[config.mk]
export PLATFORM = sky130hd
export DESIGN_NAME = truth_table_sweeper_flat
export DESIGN_NICKNAME = d
export VERILOG_FILES = /design/src/rtl/truth_table_sweeper_pkg.sv /design/src/rtl/truth_table_sweeper_if.sv /design/src/rtl/truth_table_sweeper_settle_timer.sv /design/src/rtl/truth_table_sweeper.sv /design/src/flat_wrapper.sv
export SDC_FILE = /design/constraint.sdc
export NUM_CORES = 1
export LEC_CHECK = 0
export ABC_AREA = 1
export BUFFER_PORTS_ARGS = -buffer_cell sky130_fd_sc_hd__buf_2
export CAP_MARGIN = 10
export CORE_MARGIN = 5
export CORE_UTILIZATION = 55
export CTS_CLUSTER_SIZE = 24
export DETAILED_ROUTE_END_ITERATION = 12
export MAX_ROUTING_LAYER = met4
export PLACE_DENSITY_LB_ADDON = 0.12
export SLEW_MARGIN = 20
export SYNTH_ARGS = -nofsm -noshare
export SYNTH_HDL_FRONTEND = slang
export SYNTH_HIERARCHICAL = 1
export SYNTH_SLANG_ARGS = --single-unit
[constraint.sdc]
create_clock -name clk -period 3 [get_ports clk]
set_clock_uncertainty 0.05 [all_clocks]
set_input_delay 0.15 -clock clk [delete_from_list [all_inputs] [get_ports clk]]
set_output_delay 0.15 -clock clk [all_outputs]
set_load 0.02 [all_outputs]
[src/rtl/truth_table_sweeper_pkg.sv]
// Shared types and constants for the truth-table sweeper.
// Row-to-bit mapping puts row 000 in the table MSB (Wolfram ordering).
package tt_sweep_pkg;

   localparam int unsigned NUM_ROWS = 8;
   localparam int unsigned TABLE_W  = 8;
   localparam int unsigned ROW_W    = 3;
   localparam int unsigned CNT_W    = 8;

   typedef enum logic [1:0] {
      IDLE,
      SETTLE,
      SAMPLE,
      RESULT
   } state_t;

   // Table bit index holding the sample for a given input row.
   function automatic logic [ROW_W-1:0] row_bit(input logic [ROW_W-1:0] row);
      return ROW_W'(NUM_ROWS - 1) - row;
   endfunction

endpackage

[src/rtl/truth_table_sweeper_if.sv]
// Result handshake bundle: captured truth table plus match flag.
interface truth_table_sweeper_if;
   import tt_sweep_pkg::*;

   logic               res_valid;
   logic               res_ready;
   logic [TABLE_W-1:0] res_table;
   logic               res_match;

   modport master (
      output res_valid,
      output res_table,
      output res_match,
      input  res_ready
   );

   modport slave (
      input  res_valid,
      input  res_table,
      input  res_match,
      output res_ready
   );

endinterface

[src/rtl/truth_table_sweeper_settle_timer.sv]
// Counts enabled cycles; done_o is registered and high during the last of
// SETTLE_CYCLES enabled cycles following a clear.
module settle_timer
   import tt_sweep_pkg::*;
#(
   parameter int unsigned SETTLE_CYCLES = 4
) (
   input  logic clk,
   input  logic rst,
   input  logic clear_i,
   input  logic enable_i,
   output logic done_o
);

   logic [CNT_W-1:0] cnt_q;
   logic             done_q;

   // done is pre-computed one cycle ahead so the consumer sees a flop output.
   always_ff @(posedge clk) begin
      if (rst) begin
         cnt_q  <= '0;
         done_q <= 1'b0;
      end else if (clear_i) begin
         cnt_q  <= '0;
         done_q <= (SETTLE_CYCLES == 32'd1);
      end else if (enable_i) begin
         if (done_q) begin
            cnt_q  <= '0;
            done_q <= 1'b0;
         end else begin
            cnt_q  <= CNT_W'(cnt_q + CNT_W'(1));
            done_q <= (CNT_W'(cnt_q + CNT_W'(1)) == CNT_W'(SETTLE_CYCLES - 1));
         end
      end
   end

   assign done_o = done_q;

endmodule

[src/rtl/truth_table_sweeper.sv]
// Sweeps a 3-input gate through all 8 input rows, captures its output into a
// truth-table word and reports it with a match flag on a valid/ready port.
module truth_table_sweeper
   import tt_sweep_pkg::*;
#(
   parameter int unsigned        SETTLE_CYCLES = 4,
   parameter logic [TABLE_W-1:0] EXPECTED      = 8'hCF
) (
   input  logic                         clk,
   input  logic                         rst,
   input  logic                         start_i,
   output logic                         busy_o,
   output logic                         gate_in1_o,
   output logic                         gate_in2_o,
   output logic                         gate_in3_o,
   input  logic                         gate_out_i,
   truth_table_sweeper_if.master        res
);

   localparam logic [ROW_W-1:0] LAST_ROW = ROW_W'(NUM_ROWS - 1);

   state_t             state_q;
   logic [ROW_W-1:0]   row_q;
   logic [ROW_W-1:0]   gate_q;
   logic [TABLE_W-1:0] table_q;
   logic               busy_q;
   logic               valid_q;
   logic               match_q;

   logic               clear_c;
   logic               enable_c;
   logic               settle_done;
   logic [TABLE_W-1:0] captured_c;

   // Timer restarts whenever a row begins its settle window.
   assign clear_c  = ((state_q == IDLE) && start_i) ||
                     ((state_q == SAMPLE) && (row_q != LAST_ROW));
   assign enable_c = (state_q == SETTLE);

   settle_timer #(
      .SETTLE_CYCLES (SETTLE_CYCLES)
   ) u_settle_timer (
      .clk      (clk),
      .rst      (rst),
      .clear_i  (clear_c),
      .enable_i (enable_c),
      .done_o   (settle_done)
   );

   always_comb begin
      captured_c                 = table_q;
      captured_c[row_bit(row_q)] = gate_out_i;
   end

   always_ff @(posedge clk) begin
      if (rst) begin
         state_q <= IDLE;
         row_q   <= '0;
         gate_q  <= '0;
         table_q <= '0;
         busy_q  <= 1'b0;
         valid_q <= 1'b0;
         match_q <= 1'b0;
      end else begin
         unique case (state_q)
            IDLE: begin
               if (start_i) begin
                  state_q <= SETTLE;
                  row_q   <= '0;
                  gate_q  <= '0;
                  table_q <= '0;
                  match_q <= 1'b0;
                  busy_q  <= 1'b1;
               end
            end
            SETTLE: begin
               if (settle_done) begin
                  state_q <= SAMPLE;
               end
            end
            SAMPLE: begin
               table_q <= captured_c;
               if (row_q == LAST_ROW) begin
                  state_q <= RESULT;
                  gate_q  <= '0;
                  valid_q <= 1'b1;
                  match_q <= (captured_c == EXPECTED);
               end else begin
                  state_q <= SETTLE;
                  row_q   <= ROW_W'(row_q + ROW_W'(1));
                  gate_q  <= ROW_W'(row_q + ROW_W'(1));
               end
            end
            RESULT: begin
               if (res.res_ready) begin
                  state_q <= IDLE;
                  valid_q <= 1'b0;
                  busy_q  <= 1'b0;
               end
            end
            default: begin
               state_q <= IDLE;
            end
         endcase
      end
   end

   assign busy_o        = busy_q;
   assign gate_in1_o    = gate_q[2];
   assign gate_in2_o    = gate_q[1];
   assign gate_in3_o    = gate_q[0];
   assign res.res_valid = valid_q;
   assign res.res_table = table_q;
   assign res.res_match = match_q;

endmodule

[src/flat_wrapper.sv]
// flat-port wrapper written by rule: the top's interface ports become plain ports
module truth_table_sweeper_flat import tt_sweep_pkg::*;
#(
   parameter int unsigned        SETTLE_CYCLES = 4,
   parameter logic [TABLE_W-1:0] EXPECTED      = 8'hCF
)
  (clk, rst, start_i, busy_o, gate_in1_o, gate_in2_o, gate_in3_o, gate_out_i, res_res_valid, res_res_table, res_res_match, res_res_ready);
  truth_table_sweeper_if res_i ();
  input  logic clk;
  input  logic rst;
  input  logic start_i;
  output logic busy_o;
  output logic gate_in1_o;
  output logic gate_in2_o;
  output logic gate_in3_o;
  input  logic gate_out_i;
  output wire logic [$bits(res_i.res_valid)-1:0] res_res_valid;
  output wire logic [$bits(res_i.res_table)-1:0] res_res_table;
  output wire logic [$bits(res_i.res_match)-1:0] res_res_match;
  input wire logic [$bits(res_i.res_ready)-1:0] res_res_ready;
  assign res_res_valid = res_i.res_valid;
  assign res_res_table = res_i.res_table;
  assign res_res_match = res_i.res_match;
  assign res_i.res_ready = res_res_ready;
  truth_table_sweeper #(.SETTLE_CYCLES(SETTLE_CYCLES), .EXPECTED(EXPECTED)) u_core (.clk(clk), .rst(rst), .start_i(start_i), .busy_o(busy_o), .gate_in1_o(gate_in1_o), .gate_in2_o(gate_in2_o), .gate_in3_o(gate_in3_o), .gate_out_i(gate_out_i), .res(res_i));
endmodule
==> flow_metrics.py <==
metrics = {
    "timing": {
        "rsz0062_at_grt": "no",
        "period_share_pct": 60.87,
        "min_period_ns": 1.826,
        "setup_violations": 0,
        "max_slew.worst_pin.slew_ns": 0.4352,
        "hold_violations": 0,
        "holdWs_ns": 0.06173,
        "maxSlewViolCount": 0,
        "slew_headroom_pct": 70.92,
        "fmax_mhz": 547.6,
        "fin_setup_tns_ns": 0,
    },
    "synth": {
        "syn_inst": 223,
        "ys_seq_elements": 28,
        "synth_cell_types": 30,
        "synth_edf_count": 0,
        "synth_ff_type": "dfxtp_1",
        "synth-seq-area-share_pct": 35.22,
        "synth_area_per_cell_um2": 7.137,
        "synth_warnings": 6,
        "synthesis.nets": 232,
        "synth_area_um2": 1592,
        "async_flop_share_pct": 0,
    },
    "pwr": {
        "ir_worst_vdd_uv": 304.3,
        "p_per_area_nw_per_um2": 432.1,
        "leakage_uw": 0.0006955,
    },
    "setup_path": {
        "reg2reg_to": "u_core/u_settle_timer/cnt_q[7]",
        "worstPathMaxFanout": 10,
        "startpoint": "u_core/row_q[1]",
        "slowest_stage": "dfxtp_1",
        "path_class": "reg2reg",
        "r2r_cells": 8,
        "required_ns": 3.22,
        "path_cells": "ha_1, ha_1, nor2_2, nor2_2, inv_2, nor2_1, inv_1, a21oi_1",
        "critPathTopFamily": "flip-flops",
        "critPathArrivalTime_ns": 2.05,
        "max_stage_delay_ns": 0.56,
        "cp-start-kind": "flop",
        "r2r_slack_ns": 1.17,
        "path_buf_inv": 2,
        "crit_path_end_kind": "flop",
        "reg2reg_from": "u_core/row_q[1]",
    },
    "global_routing": {
        "grt_pass1_vias": 1322,
        "grt_first_pass_wirelength_um": 5727,
        "overflow": 0,
        "grt_max_degree": 19,
        "antenna_found_initial": 0,
        "grt_usage_pct": 17.79,
    },
    "cells_and_area": {
        "fin_nets": 248,
        "n_antenna_cell": 0,
        "fillerInstances": 272,
        "finalInstanceArea_um2": 1715,
        "fin_util_pct": 62.21,
        "drive_above_1_share_pct": 25.63,
        "area_growth_pct": 7.783,
    },
    "clock_network": {
        "clk_pin_slew_ns": 0.15,
        "cts_setup_buffers": 0,
        "cts-root-buf": "clkbuf_4",
        "clockBufferDepth": 2,
        "cts_buffers": 3,
        "cts_hold_buf": 0,
        "cts_tree": "done",
        "cts-resized-gates": 0,
        "htreeDepth": 1,
        "clock-sinks": 28,
        "clock_latency_ns": 0.33,
    },
    "die": {
        "row_count": 19,
        "die-area_um2": 4069,
        "io_pins": 19,
        "initial_core_util_pct": 57.71,
        "dieHeight_um": 63.79,
        "core_um2": 2758,
        "die_x_um": 63.79,
    },
    "placed_design": {
        "port_buffers": 18,
        "post-dp-hpwl_um": 2662,
        "placed_area_um2": 1663,
        "gp_congestion": 0.8667,
    },
    "worst_hold_path": {
        "hold_path.class": "in2reg",
        "holdPathEnd": "u_core/state_q[0]",
        "whs_path_depth": 4,
        "hp-start": "res_res_ready",
    },
    "status": {
        "status": "complete, no violations",
    },
    "route": {
        "drt-total-wl_um": 3495,
        "vias": 1461,
        "dr.first_iter.drc_count": 79,
        "ant_nets": 0,
        "viasPerCell": 5.431,
        "wl_per_cell_um": 12.99,
        "drcViolationCount": 0,
        "first_pass_iters": 6,
    },
    "flow_run": {
        "maxCapViolCount": 0,
    },
}
==> cell usage in the layout, fill, tap and decap left out, drive strengths merged <==
cell type and n:
nand3b 2, nand2 70, a2bb2oi 1, buf 18, bufinv 1, o211ai 1, clkinv 1, dfxtp 28
clkbuf 3, nor2 18, nand4 5, o21bai 2, o311ai 1, or2 1, inv 27, a21oi 26
nand3 20, o21ai 8, xor2 1, ha 4
==> kinds of logic (layout without fill, tap and decap cells) <==
logic type      after synthesis  count (layout)  synth area share (%)
compound gates               39              39                 15.80
xor+xnor                      1               1                0.5504
fa+ha+maj                     4               4                 3.145
buf+inv                      35              50                 10.22
flops                        28              28                 35.22
simple gates                116             116                 35.06
==> tightest hold or removal path: cells and delay by family <==
family	cells	cell delay [ns]
buffers and inverters	2	0.13
and+or+nand+nor	1	0.06
AOI/OAI and AO/OA	1	0.09
==> flip-flops by register name, summed over array words and instances, names as in the netlist <==
signal	count
u_core/u_settle_timer/done_o	1
u_core/u_settle_timer/cnt_q	8
u_core/state_q	2
u_core/gate_q	3
u_core/res.res_valid	1
u_core/res.res_table	8
u_core/res.res_match	1
u_core/busy_o	1
u_core/row_q	3
==> synth_stat cells, types with 2 or more instances <==
library cell   n  area, µm²
nand3b_1       2      15.01
nor2_4         2      22.52
o21ai_1        3      15.01
nor2_2         3      18.77
nand2_1       57      214.0
a21oi_1       16      80.08
nor2_1        13      48.80
ha_1           4      50.05
nand4_1        5      31.28
buf_4          3      22.52
inv_2          5      18.77
nand2_2       13      81.33
a21oi_2       10      87.58
nand3_2        4      40.04
dfxtp_1       28      560.5
o21ai_0        5      25.02
inv_1         22      82.58
nand3_1       16      80.08
==> how the worst max path moves through the flow <==
stage	to	slack, ns	depth (start not counted)
finish	u_core/u_settle_timer/cnt_q[7]	1.17	8
global route	u_core/u_settle_timer/cnt_q[3]	0.99	8
CTS	u_core/u_settle_timer/cnt_q[7]	1.16	8
detailed placement	u_core/u_settle_timer/cnt_q[7]	1.21	8
global placement	u_core/u_settle_timer/cnt_q[7]	1.32	8
floorplan	u_core/u_settle_timer/cnt_q[1]	1.59	7
==> power breakdown <==
group	switching (µW)	internal (µW)
Sequential	14.1	381
Combinational	69.9	27.7
Clock	113	135
Total	197	544
==> area by class of cell <==
class | count | area (µm²) | share of cell area (%)
clock buffers | 3 | 22.52 | 1.313
clock inverters | 1 | 30.03 | 1.751
inverters | 28 | 105.1 | 6.127
multi-input cells | 160 | 868.3 | 50.62
flip-flops and latches | 28 | 560.5 | 32.68
well taps | 31 | 38.79 | 2.261
repair buffers | 18 | 90.09 | 5.252
==> layer usage <==
| metal | GRT usage, % | wire, µm | vias to the layer above |
|---|---|---|---|
| li1 | - | - | 749 |
| met1 | 19.70 | 1469 | 685 |
| met2 | 32.16 | 1870 | 23 |
| met3 | 2.627 | 115 | 4 |
| met4 | 5.974 | 40 | 0 |
| met5 | - | 0 | - |
==> per-stage QoR <==
stage	total power, µW	worst slack [ns]	instances
2_1_floorplan	486.0	1.585	223
3_3_place_gp	497.1	1.322	265
3_5_place_dp	500.4	1.212	265
4_1_cts	747.2	1.162	269
5_1_grt	776.5	0.9938	269
6_report	741.3	1.174	269
No activity file was read; power rests on OpenSTA's default activity.
